--- src/rtl/uart_pkg.sv ---
// Shared UART types and helpers used by the transmitter and receiver.
package uart_pkg;

  typedef enum logic {
    STOP_BITS_1 = 1'b0,
    STOP_BITS_2 = 1'b1
  } stop_bits_t;

  typedef enum logic [1:0] {
    PARITY_NONE = 2'd0,
    PARITY_ODD  = 2'd1,
    PARITY_EVEN = 2'd2
  } parity_t;

  typedef enum logic [2:0] {
    S_IDLE,
    S_START,
    S_DATA,
    S_PARITY,
    S_STOP1,
    S_STOP2,
    S_WAIT_HIGH
  } rx_state_t;

  // Out-of-range word lengths fall back to a full byte.
  function automatic logic [3:0] eff_data_bits(input logic [3:0] n);
    return (n == 4'd0 || n > 4'd8) ? 4'd8 : n;
  endfunction

  function automatic logic maj3(input logic a, input logic b, input logic c);
    return (a & b) | (a & c) | (b & c);
  endfunction

endpackage

--- src/rtl/uart_rx_sync.sv ---
// Two-flop synchronizer for the serial input; resets to the idle (high) line level.
module uart_rx_sync (
  input  logic clk,
  input  logic rst_n,
  input  logic d,
  output logic q
);

  logic meta;

  always_ff @(posedge clk or negedge rst_n) begin
    if (!rst_n) begin
      meta <= 1'b1;
      q    <= 1'b1;
    end else begin
      meta <= d;
      q    <= meta;
    end
  end

endmodule

--- src/rtl/uart_rx.sv ---
// Oversampling UART receiver feeding the RX FIFO write port.
// Define UART_RX_MAJORITY_EN to take each bit as a 3-sample majority around the bit centre.
//
// state        | meaning
// S_IDLE       | line idle, waiting for a low sample
// S_START      | validating start bit at its centre
// S_DATA       | shifting in data bits, LSB first
// S_PARITY     | checking the parity bit
// S_STOP1      | first stop bit
// S_STOP2      | second stop bit
// S_WAIT_HIGH  | line stuck low after a frame, waiting for idle
module uart_rx import uart_pkg::*; #(
  parameter int OVERSAMPLE = 16
) (
  input  logic       clk,
  input  logic       rst_n,
  input  logic       sample_en,
  input  logic       rx,
  output logic       rx_busy,
  output logic [7:0] rx_data,
  output logic       rx_wren,
  input  logic       rx_full,
  output logic       rx_parity_err,
  output logic       rx_frame_err,
  output logic       rx_overrun,
  input  logic [3:0] num_data_bits,
  input  stop_bits_t stop_bits,
  input  parity_t    parity
);

  localparam int CW = $clog2(OVERSAMPLE);
  localparam logic [CW-1:0] MID  = CW'(OVERSAMPLE / 2 - 1);
  localparam logic [CW-1:0] LAST = CW'(OVERSAMPLE - 1);

  rx_state_t    state;
  logic [CW-1:0] cnt;
  logic [7:0]   shreg;
  logic [3:0]   bitcnt;
  logic [3:0]   nbits;
  stop_bits_t   stop_cfg;
  parity_t      par_cfg;
  logic         par_err;
  logic         frm_err;
  logic         done;
  logic         rx_s;
  logic         bit_val;
  logic         at_dec;
  logic         at_last;

  uart_rx_sync u_sync (
    .clk   (clk),
    .rst_n (rst_n),
    .d     (rx),
    .q     (rx_s)
  );

`ifdef UART_RX_MAJORITY_EN
  localparam logic [CW-1:0] DEC = CW'(OVERSAMPLE / 2);
  logic samp_early;
  logic samp_mid;

  always_ff @(posedge clk or negedge rst_n) begin
    if (!rst_n) begin
      samp_early <= 1'b1;
      samp_mid   <= 1'b1;
    end else if (sample_en) begin
      if (cnt == MID - 1'b1) samp_early <= rx_s;
      if (cnt == MID)        samp_mid   <= rx_s;
    end
  end

  assign bit_val = maj3(samp_early, samp_mid, rx_s);
`else
  localparam logic [CW-1:0] DEC = MID;
  assign bit_val = rx_s;
`endif

  assign at_dec  = sample_en && (cnt == DEC);
  assign at_last = sample_en && (cnt == LAST);
  assign rx_busy = (state != S_IDLE);

  always_ff @(posedge clk or negedge rst_n) begin
    if (!rst_n) begin
      state         <= S_IDLE;
      cnt           <= '0;
      shreg         <= '0;
      bitcnt        <= '0;
      nbits         <= 4'd8;
      stop_cfg      <= STOP_BITS_1;
      par_cfg       <= PARITY_NONE;
      par_err       <= 1'b0;
      frm_err       <= 1'b0;
      done          <= 1'b0;
      rx_data       <= '0;
      rx_wren       <= 1'b0;
      rx_parity_err <= 1'b0;
      rx_frame_err  <= 1'b0;
      rx_overrun    <= 1'b0;
    end else begin
      rx_wren       <= 1'b0;
      rx_parity_err <= 1'b0;
      rx_frame_err  <= 1'b0;
      rx_overrun    <= 1'b0;
      if (sample_en) cnt <= (cnt == LAST) ? '0 : cnt + 1'b1;

      if (done) begin
        // Completion cycle: errored frames are still delivered unless the FIFO is full.
        done <= 1'b0;
        cnt  <= '0;
        if (!rx_full) begin
          rx_wren       <= 1'b1;
          rx_data       <= shreg;
          rx_parity_err <= par_err;
          rx_frame_err  <= frm_err;
        end else begin
          rx_overrun <= 1'b1;
        end
        state <= rx_s ? S_IDLE : S_WAIT_HIGH;
      end else begin
        case (state)
          S_IDLE: begin
            if (sample_en && !rx_s) begin
              state <= S_START;
              cnt   <= '0;
            end
          end
          S_START: begin
            if (at_dec && bit_val) begin
              state <= S_IDLE;
              cnt   <= '0;
            end else if (at_dec) begin
              nbits    <= eff_data_bits(num_data_bits);
              stop_cfg <= stop_bits;
              par_cfg  <= parity;
              shreg    <= '0;
              bitcnt   <= '0;
              par_err  <= 1'b0;
              frm_err  <= 1'b0;
            end else if (at_last) begin
              state <= S_DATA;
              cnt   <= '0;
            end
          end
          S_DATA: begin
            if (at_dec) begin
              shreg  <= {bit_val, shreg[7:1]};
              bitcnt <= bitcnt + 1'b1;
            end else if (at_last && bitcnt == nbits) begin
              // Right-justify short words so bit 0 is the first bit received.
              shreg <= shreg >> (4'd8 - nbits);
              state <= (par_cfg != PARITY_NONE) ? S_PARITY : S_STOP1;
              cnt   <= '0;
            end
          end
          S_PARITY: begin
            if (at_dec) begin
              par_err <= (par_cfg == PARITY_EVEN) ? (bit_val != ^shreg) : (bit_val != ~^shreg);
            end else if (at_last) begin
              state <= S_STOP1;
              cnt   <= '0;
            end
          end
          S_STOP1: begin
            if (at_dec) begin
              if (!bit_val) frm_err <= 1'b1;
              if (stop_cfg == STOP_BITS_1) done <= 1'b1;
            end else if (at_last) begin
              state <= S_STOP2;
              cnt   <= '0;
            end
          end
          S_STOP2: begin
            if (at_dec) begin
              if (!bit_val) frm_err <= 1'b1;
              done <= 1'b1;
            end
          end
          S_WAIT_HIGH: begin
            if (sample_en && rx_s) begin
              state <= S_IDLE;
              cnt   <= '0;
            end
          end
          default: state <= S_IDLE;
        endcase
      end
    end
  end

endmodule

--- config.mk ---
export PLATFORM = sky130hd
export DESIGN_NAME = uart_rx
export DESIGN_NICKNAME = d
export VERILOG_FILES = /design/src/rtl/uart_pkg.sv /design/src/rtl/uart_rx_sync.sv /design/src/rtl/uart_rx.sv
export SDC_FILE = /design/constraint.sdc
export NUM_CORES = 1
export LEC_CHECK = 0
export CAP_MARGIN = 30
export CORE_AREA = 8 8 75 77
export CTS_BUF_LIST = sky130_fd_sc_hd__clkbuf_4
export DETAILED_ROUTE_END_ITERATION = 12
export DIE_AREA = 0 0 83 85
export GPL_TIMING_DRIVEN = 0
export PLACE_DENSITY_LB_ADDON = 0.15
export RECOVER_POWER = 100
export SLEW_MARGIN = 20
export SYNTH_ARGS = -nofsm -noshare
export SYNTH_HDL_FRONTEND = slang
export SYNTH_SLANG_ARGS = --single-unit
--- constraint.sdc ---
create_clock -name clk -period 2.6 [get_ports clk]
set_input_delay 0.39 -clock clk [delete_from_list [all_inputs] [get_ports clk]]
set_output_delay 0.39 -clock clk [all_outputs]
set_load 0.005 [all_outputs]
* Word-level counts from Yosys, hierarchy flattened
Index checks and enable logic that the tools add are counted.
** Word-level totals
- Flip-flop bits (word level) :: 43
- Latch bits :: 0
- RAM bits :: 0
- ROM bits :: 0
- Input port bits :: 12
- Output and inout bits :: 13
- Logic and storage cells :: 138
- Memories kept :: 0
** Cells by class
- $add $sub $neg :: 3
- Multiply operators :: 0
- Div/mod/pow operators :: 0
- Magnitude comparators :: 1
- Equality and inequality tests :: 30
- Shifts and indexed selects :: 1
- Multiplexer cells :: 57
- Bitwise operators :: 3
- Reductions and logical operators :: 26
** Operators by type and width (count)
- $mux W4 :: 14
- $mux W3 :: 14
- $mux W8 :: 4
- $ne A3 B3 Y1 const B :: 9
- $pmux W3 S7 :: 1
- $pmux W4 S5 :: 1
- $mux W1 :: 18
- $pmux W8 S2 :: 1
- $reduce_and A5 Y1 :: 3
- $ne A2 B2 Y1 const B :: 6
- $reduce_and A11 Y1 :: 1
- $eq A3 B3 Y1 const B :: 3
- $add A4 B1 Y4 const B :: 2
- $ne A4 B4 Y1 const B :: 2
- $pmux W4 S2 :: 1
- $reduce_bool A2 Y1 :: 4
- $reduce_xnor A8 Y1 :: 1
- $reduce_xor A8 Y1 :: 1
- $shr A8 B4 Y8 :: 1
- $eq A3 B2 Y1 const B :: 2
- $logic_and A1 B1 Y1 :: 6
- $pmux W1 S2 :: 3
- $reduce_and A6 Y1 :: 1
- $eq A4 B3 Y1 const B :: 1
- other kinds (17) :: 21

* Longest topological paths before layout
- Depth in word-level cells :: 8
- Mapped depth :: 10
- Gate-level depth less buffers :: 8

* Modules after synthesis
From an unflattened synthesis, not the netlist that was laid out.
** Unflattened totals
- Cell total of the unflattened synthesis :: 276
- Area total of the unflattened synthesis :: 2538.7 µm²
** Modules (own cells, without submodules)
- uart_rx :: instances 1, cells an instance 274, area each 2486.1 µm², seq. area each 1027.2 µm²
- uart_rx_sync :: instances 1, cells an instance 2, area each 52.6 µm², seq. area each 52.6 µm²

* Worst setup path before layout
No wires, ideal clock.
- Path kind :: register to register
- Start :: register nbits[0]
- End :: register shreg[1]
- Setup time :: 122 ps
- Arrival :: 2091 ps
- Setup slack :: 387 ps
- Stages on the path, launching flop included :: 11
- Path buffers :: 2
- Clock period less this slack :: 2213 ps
- Cells stage by stage :: dfrtp_1 buf_2 inv_1 ha_1 clkbuf_1 mux2_2 nand2_1 o21ai_0 a21oi_1 o21ai_0 a32o_1
** On the way
- Cells in the longest elaborated chain, start to end :: 5
** Ends and longest elaborated chain
- from (decl) :: line uart_rx.sv:39 : logic [3:0] nbits;
- from (signal assigned) :: line uart_rx.sv:132 : nbits <= eff_data_bits(num_data_bits);
- $sub A4 B4 Y4 :: line uart_rx.sv:150 : shreg <= shreg >> (4'd8 - nbits);
- $shr A8 B4 Y8 :: line uart_rx.sv:150
- $mux W8 :: line uart_rx.sv:148 : end else if (at_last && bitcnt == nbits) begin
- $mux W8 :: line uart_rx.sv:145 : if (at_dec) begin
- $pmux W8 S2 :: line uart_rx.sv:120 : case (state)
- to (signal assigned) :: line uart_rx.sv:146 : shreg <= {bit_val, shreg[7:1]};
- to (signal assigned) :: line uart_rx.sv:150
- to (decl) :: line uart_rx.sv:37 : logic [7:0] shreg;
Several ways; a longest one is shown, not always the timed one. The select of a mux whose other input is x is not followed.
A chain may end at the register's enable or synchronous reset.

* Worst setup path in the final report
- Start :: register cnt[0]
- End :: register shreg[7]
** On the way
- Cells in the longest elaborated chain, start to end :: 5
** Ends and longest elaborated chain
- from (decl) :: line uart_rx.sv:36 : logic [CW-1:0] cnt;
- from (signal assigned) :: line uart_rx.sv:104 : if (sample_en) cnt <= (cnt == LAST) ? '0 : cnt + 1'b1;
- $eq A4 B4 Y1 / $eq A4 B3 Y1 (equally long branches) :: line uart_rx.sv:79, uart_rx.sv:78
- $logic_and A1 B1 Y1, on equally long branches :: line uart_rx.sv:79, uart_rx.sv:78
- $logic_and A1 B1 Y1, on equally long branches :: line uart_rx.sv:148, uart_rx.sv:128
- $ne A3 B3 Y1 (no source line) / $ne A2 B2 Y1 (equally long branches)
- $reduce_and A5 Y1 (no source line)
Several ways; a longest one is shown, not always the timed one.

==> results.py <==
metrics = {
    "outcome": {
        "status": "finished, final reports clean",
    },
    "critical_path": {
        "startpoint_type": "flop",
        "path_delay_family": "compound AO/OA/AOI/OAI gates",
        "crit_slowest_cell": "a41oi_1",
        "crit_arrival_ps": 2730,
        "path_max_fanout": 8,
        "worstPathRequired_ps": 2860,
        "max_stage_delay_ps": 580,
        "path_cells": "ha_1 -> and4b_1 -> buf_4 -> nand2b_2 -> nor3_4 -> a41oi_1 -> nor2_1 -> a32o_1",
        "cp_num_buf_inv": 1,
        "end_kind": "flop",
        "worst-setup-path-type": "flop to flop",
    },
    "placement": {
        "gp_congestion": 0.908,
        "numPortBuffers": 23,
        "dp_hpwl_um": 3760,
    },
    "pwr": {
        "p_sw_w": 0.000608,
        "power.density_mw_per_mm2": 656,
        "pwr-share-comb": 0.313,
        "p_sw_frac": 0.320,
        "p_int_w": 0.00129,
        "clockPowerShare": 0.276,
        "pwr-share-seq": 0.411,
        "ir_drop_v": 0.000375,
        "leakagePower_nw": 1.29,
    },
    "sta": {
        "rsz0062_at_grt": "no",
        "relSlewSlack": 0.265,
        "fmax_mhz": 406,
        "clock_skew_ps": 8.37,
        "finalCritPeriodShare": 0.948,
        "finalSetupViolCount": 0,
        "finalHoldViolCount": 0,
        "tns_ps": 0,
        "worst_pin_slew_ps": 1100,
        "period_needed_ps": 2470,
        "slew_violations": 0,
    },
    "final_layout": {
        "nNetsFinal": 319,
        "fillCellCount": 426,
        "multi_input_area_mm2": 0.00127,
        "syn2layout_area_growth_pct": 17.4,
        "antenna_cells": 0,
        "utilization": 0.638,
        "drive_gt1_frac": 0.0984,
        "seqCellArea_mm2": 0.00108,
    },
    "synth": {
        "syn-cell-area_mm2": 0.00246,
        "synth_area_leaders": "dfrtp_1 (41%), nand2_1 (6.9%), xnor2_1 (4.6%), o21ai_0 (4.1%), nor2_1 (3.8%)",
        "synth_nets": 288,
        "netlist.top_cell.by_area": "dfrtp_1",
        "synthFlopType": "dfrtp_1",
        "synth_seq_area_share": 0.439,
        "synth_top_area_share": 0.407,
        "syn_inst": 273,
        "ys_seq_elements": 43,
        "ys_warn_count": 0,
        "synthArstFlopShare": 1.00,
        "synth-edff-count": 0,
        "yosysUniqueCellTypes": 46,
        "avgSynthCellArea_um2": 9.02,
    },
    "floorplan": {
        "fp.coreArea_mm2": 0.00454,
        "row_count": 25,
        "dieArea_mm2": 0.00706,
        "die_height_um": 85,
        "io_pins": 25,
        "die_x_um": 83,
        "start_util": 0.543,
    },
    "clock_tree": {
        "numCtsBuffers": 5,
        "clk_pin_slew_ps": 120,
        "cts_root_buf": "clkbuf_4",
        "clock_latency_ps": 360,
        "cts_tree": "done",
        "ctsResizeCount": 0,
        "htreeDepth": 2,
        "cts_buffer_depth": 2,
        "cts_sinks": 43,
    },
    "hold_path": {
        "hold_path.class": "primary input to flop",
    },
    "global_route": {
        "grt_overflow": 0,
        "grt_max_degree": 26,
        "first_global_vias": 1974,
        "grt_pass1_wl_um": 9020,
        "antenna_found_initial": 0,
        "grt_usage": 0.149,
    },
    "drt": {
        "drt_iter0_drc": 109,
        "dr_wl_met2_um": 2180,
        "vias": 1986,
        "routed-wl-met3_um": 261,
        "ant_nets": 0,
        "routed.top_layer": "met4",
        "drc": 0,
        "wl_um": 4950,
        "wl_met1_um": 2430,
        "drt_pre_antenna_iters": 4,
        "viasPerCell": 5.53,
        "drt-wirelength-per-cell_um": 13.8,
    },
    "job": {
        "cap_violations": 0,
    },
}
layer usage:
metal | track usage | vias up
met5 | 0 | -
met4 | 0.0479 | 0
met3 | 0.0469 | 7
met2 | 0.231 | 47
met1 | 0.192 | 925
li1 | - | 1007
sequential cells by signal, indices dropped and copies added (netlist names):
name	count
par_cfg	2
rx_frame_err	1
par_err	1
rx_data	8
u_sync.meta	1
stop_cfg	1
rx_wren	1
rx_parity_err	1
frm_err	1
nbits	4
bitcnt	4
rx_overrun	1
cnt	4
u_sync.q	1
shreg	8
done	1
state	3
cell usage in the layout (no fill, tap or decap), types with 2 or more instances in the layout:
cell / synthesis / final
nand2_1: 45 / 45
dfrtp_1: 40 / 40
nor2_1: 25 / 25
o21ai_0: 20 / 20
a21oi_1: 14 / 14
dlygate4sd3_1: 0 / 14
xnor2_1: 13 / 13
clkbuf_1: 11 / 11
clkdlybuf4s50_1: 0 / 9
inv_1: 8 / 8
xor2_1: 8 / 8
mux2i_1: 7 / 7
mux2_2: 7 / 7
nor3_1: 7 / 7
a32o_1: 5 / 6
clkbuf_4: 0 / 6
nand4_1: 5 / 5
nand3b_1: 4 / 4
buf_2: 3 / 3
buf_4: 3 / 3
o21bai_1: 3 / 3
and2_0: 0 / 3
nor2b_1: 3 / 3
nand2b_1: 3 / 3
a22o_1: 3 / 3
ha_1: 3 / 3
dfstp_2: 3 / 3
nor3b_1: 2 / 2
or4_1: 2 / 2
o31ai_1: 2 / 2
nand3_1: 2 / 2
bufinv_16: 0 / 2
metrics by stage:
stage                     instance area, um^2  power (W)  hold WS, ps  setup slack [ps]  instances
after floorplan                          2460    0.00123         94.4               387        273
after global placement                   2760    0.00137          345              67.5        350
after detailed placement                 2780    0.00139          347               129        351
after CTS                                2900    0.00192          341               112        360
after global routing                     2890    0.00203          374              1.35        359
final                                    2890    0.00190          349               134        359
path summary, 6_finish.rpt:
kind | startpoint | end | slack, ps | cells past startpoint
max in group asynchronous | rst_n | rx_data[5] | 1180 | 3
worst min-delay path | sample_en | cnt[0] | 350 | 3
worst max register to register | cnt[0] | shreg[7] | 130 | 8
worst max-delay path | cnt[0] | shreg[7] | 130 | 8
worst min register to register | u_sync.meta | u_sync.q | 360 | 0
min in group asynchronous | rst_n | state[0] | 750 | 2
cells in the mapped netlist, drive strengths merged (2+ instances only):
master,number
a22o,3
dfstp,3
mux2i,7
nor3b,2
nor3,8
nand2b,4
and2,4
nand3b,4
buf,6
ha,3
a32o,6
or4,2
dfrtp,40
o21bai,3
nand3,2
nor2,25
nor4,2
xnor2,13
xor2,8
nor2b,3
inv,8
mux2,7
clkbuf,11
a21oi,15
o21ai,20
nand2,45
nand4,5
o31ai,2
layout make-up:
| class | instances | share of cell area |
|---|---|---|
| Multi-Input combinational cell | 204 | 0.439 |
| Sequential cell | 43 | 0.373 |
| Timing Repair Buffer | 25 | 0.0904 |
| Buffer | 16 | 0.0260 |
| Tap cell | 54 | 0.0234 |
| Clock inverter | 2 | 0.0208 |
| Clock buffer | 6 | 0.0156 |
| Inverter | 9 | 0.0117 |
logic make-up after synthesis:
logic type / count (synthesis) / share of synthesized area
XOR/XNOR: 21 / 0.0747
flip-flops: 43 / 0.439
adder cells (fa/ha/maj): 3 / 0.0152
buffers and inverters: 26 / 0.0457
AO/OA/AOI/OAI: 57 / 0.150
AND/OR/NAND/NOR: 109 / 0.215
multiplexers: 14 / 0.0605
worst min-delay path, cell delays in order:
cell and delay [ps]:
buf_4 130, xnor2_1 120, nor2_1 40
what timing repair did:
| action | in CTS | in global routing |
|---|---|---|
| endpoints found under the hold margin | 15 | 0 |
| setup endpoints to repair | 0 | 2 |
| hold buffers | 1 | 0 |
| setup buffers | 0 | 0 |
power by group through the flow:
stage               sequential, W  combinational, W  clock, W
global route             0.000791          0.000673  0.000565
floorplan                0.000781          0.000445         0
global placement         0.000791          0.000579         0
finish                   0.000781          0.000593  0.000524
CTS                      0.000781          0.000596  0.000542
detailed placement       0.000795          0.000594         0
No activity file was read; power rests on OpenSTA's default activity.
